<file path="config.mk">
export PLATFORM = sky130hd
export DESIGN_NAME = cmutex_merge_n_sync
export DESIGN_NICKNAME = d
export VERILOG_FILES = /design/src/rtl/cmutex_merge_n_sync_pkg.sv /design/src/rtl/cmutex_merge_n_sync_arb.sv /design/src/rtl/cmutex_merge_n_sync.sv
export SDC_FILE = /design/constraint.sdc
export NUM_CORES = 1
export LEC_CHECK = 0
export CORE_ASPECT_RATIO = 0.9
export CORE_MARGIN = 3
export CORE_UTILIZATION = 45
export CTS_CLUSTER_DIAMETER = 150
export DETAILED_ROUTE_END_ITERATION = 7
export GPL_ROUTABILITY_DRIVEN = 0
export MAX_ROUTING_LAYER = met4
export PLACE_DENSITY_LB_ADDON = 0.12
export REMOVE_ABC_BUFFERS = 1
export SYNTH_ARGS = -nofsm -noshare
export SYNTH_HDL_FRONTEND = slang
export SYNTH_HIERARCHICAL = 1
export SYNTH_SLANG_ARGS = --single-unit
</file>
<file path="constraint.sdc">
create_clock -name clk -period 5.8 [get_ports clk]
set_clock_uncertainty 0.1 [all_clocks]
set_input_delay 1.16 -clock clk [delete_from_list [all_inputs] [get_ports clk]]
set_output_delay 1.16 -clock clk [all_outputs]
set_load 0.1 [all_outputs]
</file>
<file path="src/rtl/cmutex_merge_n_sync_pkg.sv">
// ============================================================================
// cmutex_pkg : shared constants for the clocked mutex merge family
// Rev 1.0
// ============================================================================
`default_nettype none

package cmutex_pkg;

  localparam logic [0:0] ST_IDLE = 1'b0;
  localparam logic [0:0] ST_BUSY = 1'b1;

  localparam int ARB_FIXED = 0;
  localparam int ARB_RR    = 1;

  localparam int ERR_OVF  = 0;
  localparam int ERR_SPUR = 1;

  function automatic int ptr_w(input int n);
    return (n > 1) ? $clog2(n) : 1;
  endfunction

endpackage

`default_nettype wire

</file>
<file path="src/rtl/cmutex_merge_n_sync_arb.sv">
// ============================================================================
// rr_arbiter_n : combinational one-hot arbiter, fixed priority or round robin
// Rev 1.0
// ============================================================================
`default_nettype none

module rr_arbiter_n
  import cmutex_pkg::*;
#(
  parameter  int N        = 4,
  parameter  int ARB_MODE = ARB_RR,
  localparam int PW       = ptr_w(N)
) (
  input  logic [N-1:0]  i_req,
  input  logic [PW-1:0] i_last,
  output logic [N-1:0]  o_gnt
);

  logic          found;
  logic [PW-1:0] idx;

  // Round robin scans upward from the channel after the last winner and wraps.
  always_comb begin
    o_gnt = '0;
    found = 1'b0;
    idx   = '0;
    for (int i = 0; i < N; i++) begin
      if (ARB_MODE == ARB_FIXED) idx = PW'(i);
      else                       idx = PW'((int'(i_last) + 1 + i) % N);
      if (!found && i_req[idx]) begin
        o_gnt[idx] = 1'b1;
        found      = 1'b1;
      end
    end
  end

endmodule

`default_nettype wire

</file>
<file path="src/rtl/cmutex_merge_n_sync.sv">
// ============================================================================
// cmutex_merge_n_sync : N-way clocked mutex merge with drive/free handshake
// Rev 1.0
// ============================================================================
`default_nettype none

module cmutex_merge_n_sync
  import cmutex_pkg::*;
#(
  parameter  int N        = 4,
  parameter  int DW       = 8,
  parameter  int ARB_MODE = ARB_RR,
  localparam int DWI      = (DW > 0) ? DW : 1,
  localparam int PW       = ptr_w(N)
) (
  input  logic             clk,
  input  logic             rst,
  input  logic [N-1:0]     i_drive,
  input  logic [N*DWI-1:0] i_data,
  output logic [N-1:0]     o_free,
  output logic             o_driveNext,
  output logic [DWI-1:0]   o_dataNext,
  output logic [N-1:0]     o_grant,
  input  logic             i_freeNext,
  output logic [1:0]       o_err
);

  logic [0:0]               state_q, state_d;
  logic [N-1:0]             pending_q, pending_d;
  logic [N-1:0][DWI-1:0]    data_q, data_d;
  logic [N-1:0]             grant_q, grant_d;
  logic [N-1:0]             free_q, free_d;
  logic                     drive_next_q, drive_next_d;
  logic [DWI-1:0]           data_next_q, data_next_d;
  logic [1:0]               err_q, err_d;
  logic [PW-1:0]            last_q, last_d;

  logic [N-1:0]             arb_gnt;
  logic [PW-1:0]            arb_idx;

  rr_arbiter_n #(
    .N        (N),
    .ARB_MODE (ARB_MODE)
  ) u_arb (
    .i_req  (pending_q),
    .i_last (last_q),
    .o_gnt  (arb_gnt)
  );

  always_comb begin
    arb_idx = '0;
    for (int k = 0; k < N; k++) begin
      if (arb_gnt[k]) arb_idx = PW'(k);
    end
  end

  always_comb begin
    state_d      = state_q;
    pending_d    = pending_q;
    data_d       = data_q;
    grant_d      = grant_q;
    free_d       = '0;
    drive_next_d = 1'b0;
    data_next_d  = data_next_q;
    err_d        = err_q;
    last_d       = last_q;

    for (int k = 0; k < N; k++) begin
      if (i_drive[k]) begin
        if (pending_q[k]) begin
          err_d[ERR_OVF] = 1'b1;
        end else begin
          pending_d[k] = 1'b1;
          data_d[k]    = i_data[k*DWI +: DWI];
        end
      end
    end

    // Arbitration looks only at already-latched requests, so a fresh drive
    // always waits one cycle before it can be granted.
    case (state_q)
      ST_IDLE: begin
        if (i_freeNext) err_d[ERR_SPUR] = 1'b1;
        if (|pending_q) begin
          grant_d      = arb_gnt;
          drive_next_d = 1'b1;
          data_next_d  = data_q[arb_idx];
          last_d       = arb_idx;
          state_d      = ST_BUSY;
        end
      end
      ST_BUSY: begin
        if (i_freeNext) begin
          pending_d = pending_d & ~grant_q;
          free_d    = grant_q;
          grant_d   = '0;
          state_d   = ST_IDLE;
        end
      end
      default: state_d = ST_IDLE;
    endcase
  end

  // last_q resets to N-1 so the first round-robin search starts at channel 0.
  always_ff @(posedge clk) begin
    if (!rst) begin
      state_q      <= ST_IDLE;
      pending_q    <= '0;
      data_q       <= '0;
      grant_q      <= '0;
      free_q       <= '0;
      drive_next_q <= 1'b0;
      data_next_q  <= '0;
      err_q        <= '0;
      last_q       <= PW'(N - 1);
    end else begin
      state_q      <= state_d;
      pending_q    <= pending_d;
      data_q       <= data_d;
      grant_q      <= grant_d;
      free_q       <= free_d;
      drive_next_q <= drive_next_d;
      data_next_q  <= data_next_d;
      err_q        <= err_d;
      last_q       <= last_d;
    end
  end

  assign o_free      = free_q;
  assign o_driveNext = drive_next_q;
  assign o_dataNext  = data_next_q;
  assign o_grant     = grant_q;
  assign o_err       = err_q;

endmodule

`default_nettype wire

</file>
Word-level counts from Yosys, hierarchy flattened
Cells that the tools add are included.
{ "totals": {"register_bits": 58, "in_bits": 39, "out_inout_bits": 19, "wordCells": 107} }
{ "classes": {"n_addsub": 4, "n_lt_le_gt_ge": 9, "eq_ne": 2, "mux": 48, "bitwise_logic": 11, "n_reduce_logical": 20} }
{ "ops": {"columns": ["operator", "count"], "rows": [
  ["4-bit two-way mux", 8],
  ["1-bit two-way mux", 26],
  ["8-bit binary-select mux with 2-bit select", 1],
  ["2-bit by 3-bit less-than comparator with 1-bit output (second input constant)", 5],
  ["2-bit AND reduction", 7],
  ["4-bit bitwise OR", 3],
  ["1-bit binary-select mux with 2-bit select", 4],
  ["1-bit demux with 2-bit select", 4],
  ["2-bit by 1-bit greater-or-equal comparator with 1-bit output (second input constant)", 4],
  ["8-bit two-way mux", 1],
  ["4-bit one-hot mux with 2 select lines", 1],
  ["1-bit logical AND", 7],
  ["1-bit inverter", 6],
  ["2-bit by 1-bit adder with 2-bit output (second input constant)", 2],
  ["2-bit adder (second input constant)", 2],
  ["4-bit AND", 1],
  ["2-bit two-way mux", 2],
  ["2-bit inequality test (second input constant)", 2],
  ["4-bit inverter", 1],
  ["4-bit OR reduction", 1],
  ["1-bit zero test", 3],
  ["3-bit AND reduction", 1],
  ["1-bit one-hot mux with 2 select lines", 1],
  ["2-bit OR reduction", 1]
]} }

Depth between registers and ports, before layout
Gate-level depths: netlist of the first run.
{ "logic_depth": {"depth_word": 18, "ltp_mapped": 13, "mapped_depth_nobuf": 9} }

Modules after synthesis
Netlist of the first run, hierarchy kept.
{ "modules_own_cells": {"columns": ["module", "n_inst", "cells_per_inst", "area_per_inst_um2", "seq_area_each_um2"], "rows": [
  ["cmutex_merge_n_sync", 1, 248, 2342.2, 1161.1],
  ["rr_arbiter_n", 1, 39, 367.9, 0.0]
]} }

Least setup slack after synthesis of the first run
No wires, ideal clock.
{ "synth_path": {"kind": "flip-flop to flip-flop", "start": "reg last_q[0]", "end": "reg data_next_q[0] (netlist: o_dataNext[0])", "setup_time_ns": 0.122, "arrival_time_ns": 2.980, "slack_ns": 2.599, "path_stages_with_launch": 12, "path_buffers": 3, "cell_sequence": "dfxtp_1 > buf_6 > inv_1 > ha_1 > mux4_1 > clkbuf_2 > a211oi_4 > a221o_1 > clkbuf_1 > mux2i_1 > nor2_1 > o311a_1"} }
{ "synth_via": {"elab_chain_len": 18} }
{ "synth_lines": {"columns": ["element", "line_no", "source"], "rows": [
  ["start: declaration", "cmutex_merge_n_sync.sv:36", "logic [PW-1:0] last_q, last_d;"],
  ["start signal: assignment", "cmutex_merge_n_sync.sv:115", "last_q <= PW'(N - 1);"],
  ["start signal: assignment", "cmutex_merge_n_sync.sv:125", "last_q <= last_d;"],
  ["2-bit by 1-bit adder with 2-bit output *", "cmutex_merge_n_sync_arb.sv:29", "else idx = PW'((int'(i_last) + 1 + i) % N);"],
  ["parallel branches: the longest is 11 deep, another holds 2-bit by 3-bit less-than comparator with 1-bit output", null, null],
  ["4-bit two-way mux *", "cmutex_merge_n_sync_arb.sv:30", "if (!found && i_req[idx]) begin"],
  ["net arb_gnt[1]", "cmutex_merge_n_sync.sv:38", "logic [N-1:0] arb_gnt;"],
  ["1-bit two-way mux *", "cmutex_merge_n_sync.sv:53", "if (arb_gnt[k]) arb_idx = PW'(k);"],
  ["2-bit two-way mux * (2 in series)", "cmutex_merge_n_sync.sv:53", null],
  ["8-bit binary-select mux with 2-bit select *", "cmutex_merge_n_sync.sv:87", "data_next_d = data_q[arb_idx];"],
  ["8-bit two-way mux (not written as such) *", "cmutex_merge_n_sync.sv:87", null],
  ["end signal: assignment", "cmutex_merge_n_sync.sv:123", "data_next_q <= data_next_d;"],
  ["end: declaration", "cmutex_merge_n_sync.sv:34", "logic [DWI-1:0] data_next_q, data_next_d;"]
]} }
Mark *: on every way through the listed nets, which the timed path passes. The select of a mux whose other input is x is not followed.
A chain may end at the register's enable or synchronous reset.

Worst setup path after layout of the first run
{ "layout_path": {"start": "reg last_q[0]", "end": "reg data_next_q[2] (netlist: o_dataNext[2])"} }
{ "layout_lines": {"columns": ["element", "line_no"], "rows": [
  ["2-bit by 1-bit adder with 2-bit output *", "cmutex_merge_n_sync_arb.sv:29"],
  ["parallel branches: the longest is 11 deep, another holds 2-bit by 3-bit less-than comparator with 1-bit output", null],
  ["4-bit two-way mux *", "cmutex_merge_n_sync_arb.sv:30"],
  ["net arb_gnt[3]", "cmutex_merge_n_sync.sv:38"],
  ["2-bit two-way mux *", "cmutex_merge_n_sync.sv:53"],
  ["8-bit binary-select mux with 2-bit select *", "cmutex_merge_n_sync.sv:87"],
  ["8-bit two-way mux (not written as such) *", "cmutex_merge_n_sync.sv:87"]
]} }
Marks and branches as above.

==> flow_summary.toml, run 1 <==
[setup_path]
cp.arrival_ns = 3.78
critical_path.top_delay_family = "compound AO/OA/AOI/OAI gates"
crit_slowest_cell = "mux4_1"
cp_slowest_stage_delay_ns = 0.75
startpoint_type = "flop"
crit_chain = "inv_1 -> ha_1 -> mux4_1 -> a211oi_4 -> a221o_1 -> or2_2 -> nor2_1 -> o311a_1"
critPathCaptureType = "flop"
path_buf_inv = 1
crit_type = "flop to flop"
worst-path-max-fanout = 19
critPathRequiredTime_ns = 5.92

[finish]
nets = 379
multi_input_area_sq_um = 1400
syn_to_final_growth_pct = 27.3
stdcell_count = 407
seq_area_sq_um = 1160
nFillCells = 510
postLayoutCellArea_sq_um = 3450
post-route-util_pct = 59.9
drive_above_1_share_pct = 7.72
n_antenna_cell = 0

[drt]
dr.first_iter.drc_count = 138
top_layer = "met4"
dr.pass1.iters = 4
route.detailed.drc = 0
wl_met1_um = 2910
wirelength_um = 6340
wl_per_cell_um = 15.6
dr_wl_met2_um = 2890
met3_length_um = 433
num_vias = 2226
avgViaCountPerCell = 5.47
ant_nets = 0

[synth]
netlist.area_leader.share_pct = 42.8
synth-main-ff-cell = "dfxtp_1"
synth_area_sq_um = 2710
synth.most_common_cell = "dfxtp_1"
ys_ff_latch = 58
async_flop_share_pct = 0
syn_area_per_cell_sq_um = 9.44
synth.area.top_cells = "dfxtp_1 43%, mux2i_1 16%, nor2_1 6.1%"
synth-edff-count = 0
synth_top_area_cell = "dfxtp_1"
ys_types = 41
yosys_warnings = 6
synthTopCellsByCount = "58 x dfxtp_1, 44 x nor2_1, 42 x mux2i_1"
synthCells = 287
seq_area_frac_synth_pct = 42.8

[placed_design]
place_ws_ns = 2.20
hpwlAfterDp_um = 4400
place_area_sq_um = 3260
portBuffers = 57
place_inst = 393

[sta]
hold_slack_ns = 0.381
setup_viol = 0
max_freq_ghz = 0.273
rsz0062_at_grt = "false"
post-route-period-util_pct = 63.0
min_period_ns = 3.66
drv_slew = 0
hold_viol_final = 0
tightest_slew_ns = 1.06
finalSetupTns_ns = 0
relSlewSlack_pct = 29.1
setup_slack_ns = 2.14

[pwr]
p_leak_nw = 1.43
totalPowerFinal_mw = 1.31
ir_worst_vdd_v = 0.000240
power_density_nw_per_um2 = 380

[status]
status = "completed"

[floorplanning]
die_area_sq_um = 6990
initial_core_util_pct = 47.1
dieWidth_um = 87.8
coreArea_sq_um = 5760
num_io_pins = 58
rows = 26
die_h_um = 79.6

[clocking]
cts_setup_buffers = 0
clock_latency_ns = 0.34
htreeDepth = 3
hold_buffers = 0
root_buffer = "clkbuf_8"
cts.sink_count = 58
cts_buffers = 9
tritoncts = "done"
cts_resized = 0
path_clk_slew_ns = 0.06
clock_path_buffers = 2

[global_route]
grt_pass1_wl_um = 10400
grt_pass1_vias = 2134
grt-ovfl-total = 0
grt_util_all_layers_pct = 20.2
antenna_found_initial = 0
grt_max_degree = 24

[hold_path]
min_path_type = "flop to flop"

[flow_run]
maxCapViolCount = 0
==> registers in the layout, summed over array words and instances (netlist names) <==
signal	cells
o_driveNext	1
o_dataNext	8
o_grant	4
state_q	1
o_free	4
o_err	2
data_q	32
pending_q	4
last_q	2
==> path summary, 6_finish.rpt <==
path / startpoint / end / slack, ns / cells past startpoint
setup / recovery: last_q[0] / o_dataNext[2] / 2.14 / 8
setup reg to reg: last_q[0] / o_dataNext[2] / 2.14 / 8
hold / removal: o_err[1] / o_err[1] / 0.38 / 2
hold reg to reg: o_err[1] / o_err[1] / 0.38 / 2
==> routing by layer <==
layer  vias to the layer above  global-route usage, %
met4                         0                   9.05
met2                        78                   29.4
met5                         -                      -
met1                      1030                   25.3
li1                       1109                      -
met3                         9                   6.71
==> area by class of cell <==
cell class,count,share of cell area [%]
clock inverters,3,1.16
multi-input cells,199,40.6
clock buffers,11,4.39
inverters,8,0.870
well taps,70,2.54
repair buffers,58,16.8
flip-flops and latches,58,33.6
==> where the power goes <==
part / leakage [nW] / internal (mW) / total (mW) / switching (mW)
logic: 0.849 / 0.167 / 0.473 / 0.306
registers: 0.478 / 0.436 / 0.471 / 0.0351
clock network: 0.101 / 0.215 / 0.367 / 0.152
==> cell usage in the layout, fill, tap and decap left out, types with 2 or more instances in the layout <==
master / instances
a21oi_1: 13
nand3_1: 6
o31ai_1: 3
mux2i_1: 42
nand2_1: 20
clkdlybuf4s50_1: 57
nor2_1: 44
o21ai_0: 14
a21o_2: 3
ha_1: 6
and3_1: 4
clkbuf_8: 11
a221o_1: 4
dfxtp_1: 58
mux4_1: 2
and2_1: 2
inv_1: 7
nor2b_1: 3
clkinv_2: 2
o311a_1: 8
o211ai_1: 5
a21o_1: 5
==> cells by family (layout without fill, tap and decap cells) <==
kind of cell	after synthesis	after routing	synth area share (%)
fa+ha+maj	6	6	2.77
buf+inv	30	80	5.40
flops	58	58	42.8
simple gates	86	86	14.3
compound gates	61	61	16.3
mux	46	46	18.4
==> tightest hold or removal path: stages, from the launching register on <==
cell     delay [ns]
dfxtp_1        0.33
a21oi_1        0.04
nor2_1         0.08
(Power assumes the default switching activity.)
==> run 2: changes to the inputs <==
- clock period: 5.8 -> 3 ns (I/O delays scaled with it)
==> flow_summary.toml, run 2 (synthesis gave the netlist of run 1 again) <==
[status]
status = "completed"

[sta]
hold_viol_final = 0
drv_slew = 0
hold_slack_ns = 0.383
setup_slack_ns = 0.133
finalSetupTns_ns = 0
min_period_ns = 2.87
relSlewSlack_pct = 33.8
max_freq_ghz = 0.349
setup_viol = 0
tightest_slew_ns = 0.983
post-route-period-util_pct = 95.6

[global_route]
grt_pass1_vias = 2279
grt_max_degree = 41
antenna_found_initial = 0
grt_util_all_layers_pct = 21.0
grt_pass1_wl_um = 11000
grt-ovfl-total = 0

[clocking]
cts.sink_count = 58
path_clk_slew_ns = 0.06
clock_latency_ns = 0.33
clock_path_buffers = 2
root_buffer = "clkbuf_8"
cts_buffers = 9
tritoncts = "done"
htreeDepth = 3

[finish]
post-route-util_pct = 60.9
syn_to_final_growth_pct = 29.3
n_antenna_cell = 0
nets = 392
top_register = "data_q"
largest_reg_flops = 32
final_common_cell = "dfxtp_1"
mostFrequentLayoutCells = "58 x dfxtp_1, 43 x nor2_1, 42 x mux2i_1"
drive_above_1_share_pct = 16.8

[setup_path]
worst-path-max-fanout = 9
critical_path.top_delay_family = "simple AND/OR/NAND/NOR gates"
path_buf_inv = 2
cp_slowest_stage_delay_ns = 0.50
critPathRequiredTime_ns = 3.11
crit_type = "flop to flop"
cp.arrival_ns = 2.98
crit_chain = "buf_4 -> ha_1 -> nor2_2 -> or4b_4 -> a211oi_4 -> buf_4 -> a221o_1 -> or2_2 -> nor2_1 -> o311a_1"
startpoint_type = "flop"
cpMostUsedCell = "buf_4"
crit_slowest_cell = "or4b_4"
critPathCaptureType = "flop"

[placed_design]
portBuffers = 57
place_ws_ns = 0.0380
hpwlAfterDp_um = 4490

[pwr]
ir_worst_vdd_v = 0.000394
power_density_nw_per_um2 = 727
totalPowerFinal_mw = 2.55
p_leak_nw = 1.51

[drt]
ant_nets = 0
route.detailed.drc = 0
wirelength_um = 6570
dr.pass1.iters = 4
avgViaCountPerCell = 5.50
wl_per_cell_um = 15.6
dr.first_iter.drc_count = 166
num_vias = 2317

[flow_run]
maxCapViolCount = 0

[floorplanning]
coreArea_sq_um = 5760
dieWidth_um = 87.8
rows = 26
die_h_um = 79.6
initial_core_util_pct = 47.1
die_area_sq_um = 6990
num_io_pins = 58

[hold_path]
min_path_type = "flop to flop"
==> run 2: worst paths after layout <==
path                    from             to  slack (ns)  cells past startpoint
hold / removal    o_grant[2]   pending_q[2]        0.38                      1
setup / recovery   last_q[0]  o_dataNext[2]        0.13                     10
setup reg to reg   last_q[0]  o_dataNext[2]        0.13                     10
hold reg to reg   o_grant[2]   pending_q[2]        0.38                      1
==> run 2: cell type report <==
type                       instances  area, sq um
clock inverter                     2         12.5
timing repair buffer              71          653
inverter                           8         30.0
fill                             511         2250
clock buffer                      13          159
sequential                        58         1160
multi-input combinational        199         1400
tap                               70         87.6
==> run 2: through the flow <==
stage                     instances  area (sq um)
after global placement          405          3330
final                           421          3500
after detailed placement        405          3330
after CTS                       420          3500
after global routing            421          3500
after floorplan                 265          2590
==> run 2: repair_timing <==
action                                  CTS  global route
endpoints found under the setup margin    0             8
hold buffers                              0             0
setup buffers                             0             1
resized for setup                         0             2
hold endpoints to repair                  0             0
==> run 2: per-layer routing <==
metal	global-route usage [%]	wire length, um	up-vias
met3	5.37	415	2
met2	32.2	3160	84
met5	-	0	-
li1	-	-	1131
met4	5.83	23	0
met1	27.5	2970	1100
==> run 2: power breakdown <==
group | total [mW] | internal [mW] | switching, mW
combinational | 1.02 | 0.392 | 0.625
clock | 0.633 | 0.339 | 0.293
sequential | 0.898 | 0.843 | 0.0550
==> run 2: worst register-to-register path, delay by kind of cell, from the launching register on <==
kind / cells / cell delay, ns
AO/OA/AOI/OAI: 3 / 0.75
adder cells (fa/ha/maj): 1 / 0.28
buffers and inverters: 2 / 0.33
flip-flops: 1 / 0.31
AND/OR/NAND/NOR: 4 / 0.99
